--- src/rtl/mult_seq_ctrl.sv ---
// mult_seq_ctrl
//   Sequencer for the 5x5 signed 8-bit matrix multiplier (200-bit lin/col datapath).
//   Buffers operand matrices A and B written byte-wise by the host, packs them onto the
//   multiplier buses, waits out the multiplier latency, then captures the 25-byte result
//   and the overflow flag for readback.
//
// Parameters
//   MUL_LAT   register stages inside the multiplier datapath (0 = combinational)
//
// Ports
//   clk       system clock, all state on rising edge
//   rst       asynchronous reset, active-low
//   wr_en     operand write strobe
//   wr_sel    0 = matrix A, 1 = matrix B
//   wr_addr   element index 0..24 = 5*row+col
//   wr_data   signed element
//   wr_rej    1-cycle pulse after a rejected write (busy or wr_addr > 24)
//   start     begin multiplication (level-sampled in IDLE/DONE)
//   busy      high in LOAD/RUN
//   done      high in DONE until the next accepted start
//   ovf       overflow captured with the result
//   rd_addr   result element index 0..24
//   rd_data   result[rd_addr], registered, 0 for rd_addr > 24
//   mul_lin   row i of A at [199-40i -:40], element (i,j) at [199-40i-8j -:8]
//   mul_col   column k of B at [199-40k -:40], element (j,k) at [199-40k-8j -:8]
//   mul_rst   multiplier reset, active-high, registered
//   mul_res   multiplier result, element (i,k) at [199-8(5i+k) -:8]
//   mul_ovf   multiplier overflow

module mult_seq_ctrl #(
  parameter int unsigned MUL_LAT = 0
) (
  input  logic         clk,
  input  logic         rst,
  input  logic         wr_en,
  input  logic         wr_sel,
  input  logic [4:0]   wr_addr,
  input  logic [7:0]   wr_data,
  output logic         wr_rej,
  input  logic         start,
  output logic         busy,
  output logic         done,
  output logic         ovf,
  input  logic [4:0]   rd_addr,
  output logic [7:0]   rd_data,
  output logic [199:0] mul_lin,
  output logic [199:0] mul_col,
  output logic         mul_rst,
  input  logic [199:0] mul_res,
  input  logic         mul_ovf
);

  localparam int unsigned Dim   = 5;
  localparam int unsigned Elems = Dim * Dim;
  localparam int unsigned CntW  = (MUL_LAT > 0) ? $clog2(MUL_LAT + 1) : 1;
  localparam logic [4:0]  MaxAddr = 5'(Elems - 1);

  typedef enum logic [1:0] {
    StIdle,
    StLoad,
    StRun,
    StDone
  } state_e;

  state_e            state_q, state_d;
  logic [CntW-1:0]   cnt_q, cnt_d;

  logic [7:0]        a_q   [Elems];
  logic [7:0]        b_q   [Elems];
  logic [7:0]        res_q [Elems];

  logic [199:0]      mul_lin_q, mul_col_q;
  logic [199:0]      lin_pack, col_pack;
  logic              mul_rst_q;
  logic              ovf_q;
  logic              wr_rej_q;
  logic [7:0]        rd_data_q;

  logic              idle_or_done;
  logic              launch;
  logic              load;
  logic              capture;
  logic              wr_ok;
  logic              wr_bad;

  // ---------------------------------------------------------------------------
  // Decode
  // ---------------------------------------------------------------------------
  always_comb begin
    idle_or_done = (state_q == StIdle) || (state_q == StDone);
    launch       = idle_or_done && start;
    load         = (state_q == StLoad);
    capture      = (state_q == StRun) && (cnt_q == '0);
    wr_ok        = wr_en && idle_or_done && (wr_addr <= MaxAddr);
    wr_bad       = wr_en && !wr_ok;
  end

  // ---------------------------------------------------------------------------
  // Sequencer FSM
  // ---------------------------------------------------------------------------
  always_comb begin
    state_d = state_q;
    cnt_d   = cnt_q;
    unique case (state_q)
      StIdle, StDone: begin
        if (start) state_d = StLoad;
      end
      StLoad: begin
        state_d = StRun;
        cnt_d   = CntW'(MUL_LAT);
      end
      StRun: begin
        if (cnt_q == '0) state_d = StDone;
        else             cnt_d   = cnt_q - CntW'(1);
      end
      default: state_d = StIdle;
    endcase
  end

  always_ff @(posedge clk or negedge rst) begin
    if (!rst) begin
      state_q <= StIdle;
      cnt_q   <= '0;
    end else begin
      state_q <= state_d;
      cnt_q   <= cnt_d;
    end
  end

  // ---------------------------------------------------------------------------
  // Bus packing: A goes out row-major, B goes out column-major so each 40-bit
  // lane of mul_col carries one column.
  // ---------------------------------------------------------------------------
  always_comb begin
    lin_pack = '0;
    col_pack = '0;
    for (int r = 0; r < Dim; r++) begin
      for (int c = 0; c < Dim; c++) begin
        lin_pack[199 - 40*r - 8*c -: 8] = a_q[Dim*r + c];
        col_pack[199 - 40*c - 8*r -: 8] = b_q[Dim*r + c];
      end
    end
  end

  // ---------------------------------------------------------------------------
  // Datapath control registers
  // ---------------------------------------------------------------------------
  always_ff @(posedge clk or negedge rst) begin
    if (!rst) begin
      mul_lin_q <= '0;
      mul_col_q <= '0;
      mul_rst_q <= 1'b1;
      ovf_q     <= 1'b0;
      wr_rej_q  <= 1'b0;
      rd_data_q <= '0;
    end else begin
      wr_rej_q  <= wr_bad;
      rd_data_q <= (rd_addr <= MaxAddr) ? res_q[rd_addr] : '0;
      // Packing samples the stores on the LOAD exit edge, so a write that
      // landed together with start is already part of the operands.
      if (load) begin
        mul_lin_q <= lin_pack;
        mul_col_q <= col_pack;
        mul_rst_q <= 1'b0;
      end
      if (launch) begin
        ovf_q <= 1'b0;
      end else if (capture) begin
        ovf_q     <= mul_ovf;
        mul_rst_q <= 1'b1;
      end
    end
  end

  // ---------------------------------------------------------------------------
  // Operand stores
  // ---------------------------------------------------------------------------
  always_ff @(posedge clk or negedge rst) begin
    if (!rst) begin
      for (int e = 0; e < Elems; e++) begin
        a_q[e] <= '0;
        b_q[e] <= '0;
      end
    end else if (wr_ok) begin
      if (wr_sel) b_q[wr_addr] <= wr_data;
      else        a_q[wr_addr] <= wr_data;
    end
  end

  // ---------------------------------------------------------------------------
  // Result store: cleared when a run launches so readback during RUN shows 0.
  // ---------------------------------------------------------------------------
  always_ff @(posedge clk or negedge rst) begin
    if (!rst) begin
      for (int e = 0; e < Elems; e++) begin
        res_q[e] <= '0;
      end
    end else if (launch) begin
      for (int e = 0; e < Elems; e++) begin
        res_q[e] <= '0;
      end
    end else if (capture) begin
      for (int e = 0; e < Elems; e++) begin
        res_q[e] <= mul_res[199 - 8*e -: 8];
      end
    end
  end

  // ---------------------------------------------------------------------------
  // Outputs
  // ---------------------------------------------------------------------------
  assign busy    = (state_q == StLoad) || (state_q == StRun);
  assign done    = (state_q == StDone);
  assign ovf     = ovf_q;
  assign wr_rej  = wr_rej_q;
  assign rd_data = rd_data_q;
  assign mul_lin = mul_lin_q;
  assign mul_col = mul_col_q;
  assign mul_rst = mul_rst_q;

endmodule

--- config.mk ---
export PLATFORM = sky130hd
export DESIGN_NAME = mult_seq_ctrl
export DESIGN_NICKNAME = d
export VERILOG_FILES = /design/src/rtl/mult_seq_ctrl.sv
export SDC_FILE = /design/constraint.sdc
export NUM_CORES = 2
export LEC_CHECK = 0
export ABC_CLOCK_PERIOD_IN_PS = 2100
export CAP_MARGIN = 20
export CORE_MARGIN = 5
export CORE_UTILIZATION = 30
export CTS_CLUSTER_SIZE = 20
export DETAILED_ROUTE_END_ITERATION = 10
export PLACE_DENSITY = 0.52
export SLEW_MARGIN = 20
export SYNTH_ARGS = -nofsm -noshare
export SYNTH_HDL_FRONTEND = slang
export SYNTH_SLANG_ARGS = --single-unit
--- constraint.sdc ---
create_clock -name clk -period 2.1 [get_ports clk]
set_clock_uncertainty 0.15 [all_clocks]
set_input_delay 0.525 -clock clk [delete_from_list [all_inputs] [get_ports clk]]
set_output_delay 0.525 -clock clk [all_outputs]
set_load 0.01 [all_outputs]
Yosys cells after proc, flatten, opt, wreduce, memory -nomap -nowiden
Index checks and enable logic that the tools add are counted. Widths: inputs -> output; s select.

Output and inout bits: 413. Bits of input ports: 224. Bits in registers: 1014. Memory bits (writable): 0. Word-level logic and storage cells: 134. Memories kept: 0. ROM bits: 0. Latch bits: 0.

Bitwise logic cells: 4. Multiplexer cells: 20. $lt $le $gt $ge: 5. $add $sub $neg: 1. Divide/modulo/power cells: 0. Reduce and logical (&&, ||, !) cells: 16. Eq/ne operators: 5. Shift operators: 0. Multipliers: 0.

Operators by type and width (number): $bwmux 200 (2); $mux 200 (2); $bmux 8 s5 (1); $demux 8 s5 (1); $mux 8 (4); $ge 6x6->1 const B (2); $not 5->6 (2); $le 5x5->1 const B (2); $logic_and 1x1->1 (6); $lt 6x1->1 const B (1); $mux 1 (6); $pmux 2 s3 (1); $reduce_and 2->1 (3); $eq 2x2->1 const B (2); $mux 2 (2); $ne 2x2->1 const B (2); $reduce_bool 2->1 (2); $eq 2x1->1 const B (1); $logic_not 2->1 (1); $logic_or 1x1->1 (2); $not 1->1 (2); $pmux 1 s2 (1); $reduce_or 2->1 (1); $logic_not 1->1 (1); $sub 1x1->1 const B (1).

Depth between registers and ports, before layout
Depth after elaboration: 6. Gate-level depth with buffers: 8. Gate-level depth less buffers: 6.

Worst setup path before layout
No wires, ideal clock.

Kind: register to register. Start point: reg state_q[0]. End point: reg a_q[136] (netlist name). Setup time: 0.125 ns. Buffers on the path: 2. Arrival time: 1.987 ns. Stages on the path, launching flop included: 9. Setup slack: -0.163 ns. Required time: 1.825 ns. Period minus slack after synthesis: 2.263 ns. Cell sequence: dfrtp_1 inv_1 ha_1 buf_4 nand2_2 or3_4 buf_8 nor2_8 mux2_4.

Word-level cells in the longest chain between the ends: 5. Elaborated cells between the ends (all ways): 6. Classes of those cells: eq/ne (1); reduce/logical (5).

Ends and longest elaborated chain: start: declaration (line 65) `state_e state_q, state_d;`; start signal: assignment (line 122) `state_q <= StIdle;`; start signal: assignment (line 125) `state_q <= state_d;`; $eq 2x2->1 or $logic_not 2->1 (tied branches) (line 90) `idle_or_done = (state_q == StIdle) || (state_q == StDone);`; $logic_or 1x1->1 (*) (line 90); $logic_and 1x1->1 (*) (2 in a row) (line 94) `wr_ok = wr_en && idle_or_done && (wr_addr <= MaxAddr);`; $reduce_and 2->1 (no line) (*); end signal: indexed assignment (line 186) `else a_q[wr_addr] <= wr_data;`; end: declaration (line 68) `logic [7:0] a_q [Elems];`.

Every way passes the cells marked *; elsewhere a longest branch is shown, timed or not. A chain may end at the register's enable or synchronous reset.

Worst setup path after layout
Start point: reg state_q[0]. End point: reg a_q[75] (netlist name).

Same word-level chain as after synthesis.

==> flow_summary_export.csv <==
group,metric,value,unit
status,status,"complete, but fails checks",
status,violations,"negative setup slack",
yosys,ys.flop_type,"dfrtp_1",
floorplan,ios,637,
clocking,clock-sinks,1013,
sta,period_share,1.16,
sta,relSlewSlack,0.263,
final_layout,fillers,11900,
clocking,clockBufferDepth,3,
yosys,yosys.area_share.simple,0.0254,
floorplan,core-area,131000,um^2
setup_path,rr_startpoint,"state_q[0]$_DFFE_PN0P_",
grt,grt_max_degree,109,
sta,setup_viol,388,
yosys,yosys_warnings,0,
floorplan,num_rows,133,
drt,drtPass1Iterations,4,
drt,drt-initial-drc-count,1279,
floorplan,die_width,373,um
pwr,p_leak,27.1,nW
drt,totalWireLength,129,mm
yosys,yosysTopAreaCell,"dfrtp_1",
yosys,synthesis.area,39600,um^2
final_layout,mostFrequentLayoutCells,"995 x dfrtp_1, 438 x mux2_2, 362 x mux2_4",
yosys,synth_top_area_frac,0.640,
drt,drc,0,
setup_path,cp-start-kind,"register",
clocking,h-tree-depth,3,
sta,fmax,412,MHz
yosys,synth_xor_area_frac,0,
yosys,ys_seq_area_frac,0.641,
grt,grt_pass1_vias,27500,
sta,report.final.slew_viol_count,0,
yosys,avgSynthCellArea,16.4,um^2
setup_path,critical_path.cell_chain,"inv_2 > ha_4 > buf_12 > nand2_4 > or3_4 > buf_12 > nor2_8 > mux2_4",
floorplan,initial_utilization,0.301,
drt,post_drt_via_cell_ratio,4.78,
yosys,synth-compound-area-share,0.0548,
final_layout,syn2layout_area_growth,37.5,%
setup_path,critPathCaptureType,"register",
setup_path,worstSetupPathType,"reg -> reg",
setup_path,critPathArrivalTime,2.86,ns
yosys,synth_nets,2640,
sta,setup-tns-final,-53.72,ns
sta,whs,0.126,ns
setup_path,slowest_delay,0.46,ns
yosys,ys_async_sr_fraction,1.00,
setup_path,cp_max_fo,8,
final_layout,fin_nets,3464,
grt,antenna_found_initial,5,
setup_path,cp.required,2.53,ns
pwr,power.density,1420,nW/um^2
clocking,clkTransAtPathRegs,0.06,ns
yosys,synthAdderAreaFrac,0.00126,
clocking,root_buffer,"clkbuf_16",
yosys,synth.area.mux_share,0.259,
final_layout,drive_above_1_share,0.503,
sta,layout_setup_ws,-0.326,ns
clocking,cts_made_buffers,110,
yosys,ys_types,53,
placement,io_buffers,636,
clocking,worstSkewPairLatency,0.74,ns
grt,grt_usage,0.180,
placement,gp_congestion,0.808,
yosys,synth-seq-cells,1013,
grt,grt_overflow,0,
sta,tightest_slew,1.11,ns
sta,rsz0062_at_grt,"yes",
yosys,netlist_top_cells_area,"dfrtp_1 64%, mux2_2 22%, a22o_1 4.4%, nor2_8 1.3%, mux4_2 1.1%",
yosys,synth_top_family_by_area,"multiplexers",
clocking,cts_tree,"built",
pwr,p_total,77.3,mW
drt,routedWlPerCell,25.3,um
final_layout,final_common_cell,"dfrtp_1",
floorplan,die_area,139000,um^2
hold_path,hold_path_class,"in -> async",
pwr,ir_drop,0.000769,V
grt,grt_pass1_wl,191,mm
final_layout,fin_util,0.414,
yosys,synth_edf_count,0,
yosys,syn_inst,2412,
job,max_cap_viol_count,0,
floorplan,die_h,373,um
placement,post-place-ws,-0.652,ns
placement,dp_hpwl,87.5,mm
drt,vias,24300,
setup_path,crit_path_frequent_cell,"buf_12",
sta,post-route-min-period,2.43,ns
setup_path,cp_slowest_cell,"or3_4",
sta,hold_viol_final,0,
drt,ant_nets,0,
setup_path,cp-startpoint,"state_q[0]$_DFFE_PN0P_",
==> Yosys cell counts (5+ instances only) <==
| master | n |
|---|---|
| clkbuf_1 | 106 |
| nor2_8 | 26 |
| nor2_2 | 8 |
| a21o_1 | 8 |
| mux4_2 | 20 |
| mux2_4 | 15 |
| mux4_1 | 13 |
| mux2i_1 | 38 |
| o2bb2ai_1 | 7 |
| or3_1 | 5 |
| buf_4 | 8 |
| dfrtp_1 | 1012 |
| mux2_2 | 766 |
| mux2_1 | 19 |
| o22ai_1 | 14 |
| nand2_2 | 9 |
| buf_6 | 6 |
| inv_1 | 8 |
| a22o_1 | 201 |
| nand2_1 | 7 |
| buf_1 | 11 |
| a21oi_1 | 8 |
| o21ai_0 | 9 |
| a211oi_1 | 7 |
| buf_2 | 31 |
==> where the power goes <==
group / internal [mW] / switching (mW) / leakage (nW) / total, mW
registers: 26.6 / 5.02 / 13.7 / 31.7
logic: 13.8 / 11.5 / 11.6 / 25.2
clock network: 12.0 / 8.42 / 1.88 / 20.4
==> kinds of logic (layout without fill, tap and decap cells) <==
| group | count (synthesis) | count (layout) |
|---|---|---|
| flip-flops | 1013 | 1013 |
| multiplexers | 871 | 871 |
| AO/OA/AOI/OAI | 261 | 261 |
| buffers and inverters | 171 | 1084 |
| AND/OR/NAND/NOR | 92 | 92 |
| adder cells (fa/ha/maj) | 4 | 4 |
| other | 0 | 4 |
==> area by class of cell <==
| type | count | area (um^2) | share of cell area |
|---|---|---|---|
| antenna | 4 | 10.0 | 0.000184 |
| clock buffer | 149 | 3080 | 0.0566 |
| sequential | 1013 | 25400 | 0.466 |
| multi-input combinational | 1228 | 15000 | 0.276 |
| clock inverter | 52 | 759 | 0.0140 |
| tap | 1755 | 2200 | 0.0404 |
| inverter | 8 | 32.5 | 0.000598 |
| timing repair buffer | 875 | 7920 | 0.146 |
==> flip-flops by register name, summed over array words and instances, names as in the netlist <==
signal,count
a_q,200
b_q,200
mul_col,200
mul_lin,200
mul_rst,1
ovf,1
rd_data,8
res_q,200
state_q,2
wr_rej,1
==> repair_timing <==
action,4_1_cts,5_1_grt
gates resized for setup,1831,40
cloned,0,3
hold buffers,1,0
pin swaps,44,31
setup buffers,33,4
setup endpoints to repair,926,477
endpoints found under the hold margin,354,0
==> per-stage QoR <==
| step | std cells | instance area (um^2) |
|---|---|---|
| 3_3_place_gp | 4844 | 50200 |
| 4_1_cts | 5078 | 54300 |
| 3_5_place_dp | 4844 | 50200 |
| 5_1_grt | 5082 | 54400 |
| 2_1_floorplan | 2412 | 39900 |
| 6_report | 5084 | 54400 |
==> metal layers <==
| layer | routed length [um] | vias to the layer above | global-route usage | share of wire |
|---|---|---|---|---|
| met2 | 61100 | 664 | 0.295 | 0.47 |
| li1 | - | 10500 | - | - |
| met1 | 57500 | 13000 | 0.240 | 0.45 |
| met5 | 9 | - | 0 | 0.000070 |
| met4 | 3330 | 2 | 0.0494 | 0.026 |
| met3 | 6770 | 179 | 0.0445 | 0.053 |
==> worst max-delay path: cells and delay by family (launching register included) <==
family | cells | cell delay [ns]
buf+inv | 3 | 0.36
flops | 1 | 0.37
mux | 1 | 0.33
simple gates | 3 | 0.73
fa+ha+maj | 1 | 0.30
==> path summary, 6_finish.rpt <==
path                            slack (ns)                  endpoint  depth (start not counted)
worst max-delay path                 -0.33       a_q[75]$_DFFE_PN0P_                          8
worst min-delay path                  0.13     res_q[82]$_DFFE_PN0P_                          2
worst max register to register       -0.33       a_q[75]$_DFFE_PN0P_                          8
worst min register to register        0.33  mul_lin[191]$_DFFE_PN0P_                          1
max in group asynchronous             0.74  mul_col[137]$_DFFE_PN0P_                          3
min in group clk                      0.20       a_q[59]$_DFFE_PN0P_                          3
No activity file was read; power rests on OpenSTA's default activity.
